### src/rtl/sar_result_fifo.sv
// sar_result_fifo: captures SAR conversion results on the rising edge of eoc,
// averages groups of 2^AVG_LOG2 samples and queues the averages in a small
// circular FIFO with a valid/ready output and a sticky overflow flag.
module sar_result_fifo #(
    parameter int AVG_LOG2   = 2,
    parameter int DEPTH_LOG2 = 2
) (
    input  logic                  clk,
    input  logic                  rst,
    input  logic                  clr,
    input  logic [7:0]            sar_in,
    input  logic                  eoc,
    output logic [7:0]            out_data,
    output logic                  out_valid,
    input  logic                  out_ready,
    output logic [DEPTH_LOG2:0]   fill,
    output logic                  overflow
);

    // Widths and constants. The sample counter keeps at least one bit so the
    // pass-through case (AVG_LOG2=0) needs no special structure: its last
    // count is 0, so every capture completes a group.
    localparam int DEPTH  = 1 << DEPTH_LOG2;
    localparam int ACC_W  = 8 + AVG_LOG2;
    localparam int CNT_W  = (AVG_LOG2 > 0) ? AVG_LOG2 : 1;
    localparam int FILL_W = DEPTH_LOG2 + 1;

    localparam logic [CNT_W-1:0]  LAST_CNT   = CNT_W'((1 << AVG_LOG2) - 1);
    localparam logic [FILL_W-1:0] FULL_COUNT = FILL_W'(DEPTH);

    // State registers
    logic                  eoc_prev_q, eoc_prev_d;
    logic [ACC_W-1:0]      acc_q, acc_d;
    logic [CNT_W-1:0]      cnt_q, cnt_d;
    logic [DEPTH_LOG2-1:0] wr_ptr_q, wr_ptr_d;
    logic [DEPTH_LOG2-1:0] rd_ptr_q, rd_ptr_d;
    logic [FILL_W-1:0]     fill_q, fill_d;
    logic                  overflow_q, overflow_d;

    // FIFO storage, intentionally not reset
    logic [7:0]            mem_q [DEPTH];

    // Datapath intermediates
    logic                  capture;
    logic                  group_done;
    logic [ACC_W-1:0]      sum;
    logic [ACC_W-1:0]      avg_full;
    logic [7:0]            push_data;
    logic                  push;
    logic                  pop;
    logic                  full;
    logic                  push_ok;
    logic                  drop;

    // Rising-edge detect on eoc, accumulation and group completion.
    // A group completes on the capture that finds the counter at its last
    // value; the accumulator and counter then restart from zero.
    always_comb begin
        eoc_prev_d = eoc;
        capture    = eoc && !eoc_prev_q;
        group_done = capture && (cnt_q == LAST_CNT);
        sum        = acc_q + ACC_W'(sar_in);
        avg_full   = sum >> AVG_LOG2;
        push_data  = avg_full[7:0];
        acc_d      = acc_q;
        cnt_d      = cnt_q;
        if (clr) begin
            acc_d = '0;
            cnt_d = '0;
        end else if (group_done) begin
            acc_d = '0;
            cnt_d = '0;
        end else if (capture) begin
            acc_d = sum;
            cnt_d = cnt_q + CNT_W'(1);
        end
    end

    // FIFO control: a push into a full FIFO is only accepted when the head
    // leaves on the same edge; otherwise the value is lost and flagged.
    always_comb begin
        full     = (fill_q == FULL_COUNT);
        push     = group_done && !clr;
        pop      = out_valid && out_ready && !clr;
        push_ok  = push && (!full || pop);
        drop     = push && full && !pop;
        wr_ptr_d = wr_ptr_q;
        rd_ptr_d = rd_ptr_q;
        fill_d   = fill_q;
        overflow_d = overflow_q;
        if (clr) begin
            wr_ptr_d   = '0;
            rd_ptr_d   = '0;
            fill_d     = '0;
            overflow_d = 1'b0;
        end else begin
            if (push_ok) begin
                wr_ptr_d = wr_ptr_q + DEPTH_LOG2'(1);
            end
            if (pop) begin
                rd_ptr_d = rd_ptr_q + DEPTH_LOG2'(1);
            end
            if (push_ok && !pop) begin
                fill_d = fill_q + FILL_W'(1);
            end else if (pop && !push_ok) begin
                fill_d = fill_q - FILL_W'(1);
            end
            if (drop) begin
                overflow_d = 1'b1;
            end
        end
    end

    // Control and datapath state, cleared asynchronously on reset
    always_ff @(posedge clk or posedge rst) begin
        if (rst) begin
            eoc_prev_q <= 1'b0;
            acc_q      <= '0;
            cnt_q      <= '0;
            wr_ptr_q   <= '0;
            rd_ptr_q   <= '0;
            fill_q     <= '0;
            overflow_q <= 1'b0;
        end else begin
            eoc_prev_q <= eoc_prev_d;
            acc_q      <= acc_d;
            cnt_q      <= cnt_d;
            wr_ptr_q   <= wr_ptr_d;
            rd_ptr_q   <= rd_ptr_d;
            fill_q     <= fill_d;
            overflow_q <= overflow_d;
        end
    end

    // Storage write; stale contents are never visible because the head is
    // masked while the FIFO is empty
    always_ff @(posedge clk) begin
        if (push_ok) begin
            mem_q[wr_ptr_q] <= push_data;
        end
    end

    // Outputs come straight from registers; out_ready never reaches out_data
    always_comb begin
        out_valid = (fill_q != '0);
        out_data  = out_valid ? mem_q[rd_ptr_q] : 8'h00;
        fill      = fill_q;
        overflow  = overflow_q;
    end

endmodule

### config.mk
export PLATFORM = sky130hd
export DESIGN_NAME = sar_result_fifo
export DESIGN_NICKNAME = d
export VERILOG_FILES = /design/src/rtl/sar_result_fifo.sv
export SDC_FILE = /design/constraint.sdc
export NUM_CORES = 1
export LEC_CHECK = 0
export CORE_MARGIN = 2
export CORE_UTILIZATION = 33
export DETAILED_ROUTE_END_ITERATION = 12
export GPL_TIMING_DRIVEN = 0
export HOLD_SLACK_MARGIN = 0.05
export PLACE_DENSITY_LB_ADDON = 0.1
export SYNTH_ARGS = -nofsm -noshare
export SYNTH_HDL_FRONTEND = slang
export SYNTH_SLANG_ARGS = --single-unit
### constraint.sdc
create_clock -name clk -period 2.4 [get_ports clk]
set_input_delay 0.36 -clock clk [delete_from_list [all_inputs] [get_ports clk]]
set_output_delay 0.36 -clock clk [all_outputs]
set_load 0.05 [all_outputs]
==> flow_metrics.tcl <==
set metrics [dict create \
    switching_share_pct 25.2 \
    syn_inst 205 \
    synth_warnings 0 \
    r2r_cells 7 \
    p_leak_nw 1.31 \
    max_stage_delay_ns 0.47 \
    seqCellArea_mm2 0.00149 \
    grt_max_degree 22 \
    hp-start "out_ready" \
    dp_hpwl_um 3490 \
    post_dp_cell_area_mm2 0.00310 \
    htreeDepth 2 \
    hold_path_depth 4 \
    tightest_slew_ns 0.867 \
    crit_slowest_cell "dfrtp_2" \
    holdPathEnd "rd_ptr_q[0]$_DFFE_PP0P_" \
    io_pins 26 \
    critPathArrivalTime_ns 2.56 \
    pwr-share-comb_pct 11.6 \
    cp_max_fo 10 \
    final.setup_skew_ns 0.0108 \
    drt-pass1-iter-count 4 \
    rows 32 \
    wl_per_cell_um 14.8 \
    dr_total_vias 1682 \
    ys_seq_area_share_pct 55.8 \
    slew_headroom_pct 42.1 \
    routed_wirelength_um 5130 \
    die_height_um 93.9 \
    rr_endpoint "fill[1]$_DFFE_PP0P_" \
    crit_family "simple AND/OR/NAND/NOR gates" \
    hold_ws_ns 0.499 \
    syn2layout_area_growth_pct 23.4 \
    multi_input_area_mm2 0.00119 \
    antenna_cells 0 \
    cts_root_buf "clkbuf_8" \
    cp-start-kind "flop" \
    final_util_pct 42.3 \
    ys.flop_type "edfxtp_1" \
    nets 272 \
    ys_types 44 \
    dieArea_mm2 0.00881 \
    cts_made_buffers 5 \
    synth_edf_count 32 \
    hold_path_class "primary input to flop" \
    p_per_area_mw_per_mm2 527 \
    syn_area_mm2 0.00267 \
    cp_data_required_time_ns 2.62 \
    fin_area_mm2 0.00329 \
    crit_type "flop to flop" \
    crit_chain "or3_4, clkbuf_16, nand2_4, and2_4, fa_2, or3_1, a221oi_2" \
    setup_violations 0 \
    coreArea_mm2 0.00777 \
    via_per_inst 4.85 \
    grt_pass1_wl_um 8620 \
    fill_cells 736 \
    power_mw 1.73 \
    synthArstFlopShare_pct 39.6 \
    drt_iter0_markers 40 \
    ctsHoldBuffers 0 \
    ys_ff_latch 53 \
    cts.sinks 53 \
    grt_pass1_vias 1679 \
    avgSynthCellArea_um2 13.0 \
    endpoint_kind "flop" \
    cts.clk_slew.worst_paths_ns 0.10 \
    syn-num-nets 233 \
    outcome "finished clean" \
    rr_startpoint "fill[0]$_DFFE_PP0P_" \
    grt_usage_pct 13.0 \
    ant_nets 0 \
    tritoncts "built" \
    min_period_over_period_pct 97.5 \
    post-route-min-period_ns 2.34 \
    drcViolationCount 0 \
    place_congestion 0.736 \
    start_util_pct 34.3 \
    setup_tns_ns 0 \
    cell_internal_pwr_mw 1.30 \
    clk_latency_ns 0.31 \
    clockPowerShare_pct 30.3 \
    drv_slew 0 \
    grt_overflow_total 0 \
    seq_power_share_pct 58.1 \
    drive_above_1_share_pct 20.4 \
    ir_drop_v 0.000269 \
    cp.buffers_inverters 1 \
    clk_path_buf_depth 2 \
    p_sw_mw 0.437 \
    antenna_found_initial 0 \
    dieWidth_um 93.9 \
    reg2reg_slack_ns 0.06 \
    clock.fmax_mhz 427 \
    port_buffers 24 \
    finalHoldViolCount 0 \
    maxCapViolCount 0 \
]
routing by layer:
metal / vias up / share of wire (%) / track usage [%]
li1: 845 / - / -
met1: 808 / 47 / 17.7
met2: 24 / 49 / 20.9
met3: 5 / 3.2 / 2.73
met4: 0 / 1.2 / 3.62
met5: - / 0 / 0
kinds of logic after synthesis:
logic type               share of synthesized area [%]
AND/OR/NAND/NOR                                   12.2
flip-flops                                        55.8
AO/OA/AOI/OAI                                     10.8
buffers and inverters                             2.35
adder cells (fa/ha/maj)                           7.61
multiplexers                                      7.93
XOR/XNOR                                          3.29
cell usage after synthesis, types with 2 or more instances:
library cell | count | area share, %
mux2i_1 | 2 | 0.75
and2_1 | 13 | 3.1
buf_2 | 2 | 0.38
a22o_1 | 7 | 2.3
a21oi_1 | 11 | 2.1
o21ai_0 | 10 | 1.9
o211ai_1 | 2 | 0.56
o31ai_1 | 2 | 0.56
nand2_1 | 10 | 1.4
clkbuf_1 | 4 | 0.56
edfxtp_1 | 32 | 36
xnor2_1 | 8 | 2.6
ha_1 | 13 | 6.1
nor2_1 | 13 | 1.8
mux4_2 | 8 | 6.8
fa_1 | 2 | 1.5
nor4b_1 | 2 | 0.66
dfrtp_1 | 21 | 20
inv_1 | 9 | 1.3
nand2b_1 | 2 | 0.47
o21a_1 | 2 | 0.56
nand3_1 | 3 | 0.56
or3_1 | 5 | 1.2
xor2_1 | 2 | 0.66
sequential cells by signal (all words and copies together), names as in the netlist:
name,cells
rd_ptr_q,2
overflow,1
mem_q,32
wr_ptr_q,2
cnt_q,2
fill,3
eoc_prev_q,1
acc_q,10
placed cells by master (no fill, tap or decap), types with 9 or more instances in the layout:
master,instances
a21oi_1,11
and2_1,12
clkdlybuf4s50_1,15
nor2_1,13
o21ai_0,10
inv_1,9
ha_1,13
edfxtp_1,32
dfrtp_1,18
buf_4,10
nand2_1,9
final cells by class:
| class | count | share of cell area (%) |
|---|---|---|
| Inverter | 9 | 1.03 |
| Clock buffer | 5 | 2.09 |
| Sequential cell | 53 | 45.3 |
| Tap cell | 102 | 3.88 |
| Timing Repair Buffer | 33 | 8.90 |
| Clock inverter | 3 | 0.799 |
| Multi-Input combinational cell | 136 | 36.1 |
| Buffer | 6 | 1.90 |
power by group through the flow:
stage          clock network [mW]  logic, mW  registers [mW]
2_1_floorplan                   0      0.134            1.03
3_3_place_gp                    0      0.196            1.03
3_5_place_dp                    0      0.198            1.03
4_1_cts                     0.555      0.201            1.01
5_1_grt                     0.593      0.228            1.01
6_report                    0.526      0.201            1.01
stage by stage:
stage	cells	setup slack [ns]
after floorplan	205	-0.0153
after global placement	331	-0.699
after detailed placement	331	-0.722
after CTS	339	0.00518
after global routing	347	-0.000186
final	347	0.0589
worst reg2reg max path, delay by kind of cell (launching register included):
family,cells,cell delay [ns]
compound gates,1,0.22
simple gates,4,0.95
flops,1,0.47
fa+ha+maj,1,0.44
buf+inv,1,0.17
worst max-delay path by stage:
stage / end / slack (ns) / cells past startpoint / from
after floorplan: fill[2]$_DFFE_PP0P_ / -0.02 / 7 / fill[1]$_DFFE_PP0P_
after global placement: fill[2]$_DFFE_PP0P_ / -0.70 / 8 / clr
after detailed placement: fill[2]$_DFFE_PP0P_ / -0.72 / 8 / clr
after CTS: fill[1]$_DFFE_PP0P_ / 0.005 / 7 / eoc
after global routing: fill[1]$_DFFE_PP0P_ / -0.0002 / 7 / fill[0]$_DFFE_PP0P_
final: fill[1]$_DFFE_PP0P_ / 0.06 / 7 / fill[0]$_DFFE_PP0P_
what timing repair did:
item,CTS,global route
gates resized for setup,16,5
gates cloned,0,0
endpoints found under the setup margin,11,11
pin swaps,1,6
buffers inserted,1,8
Power figures use the tool's default switching activity.
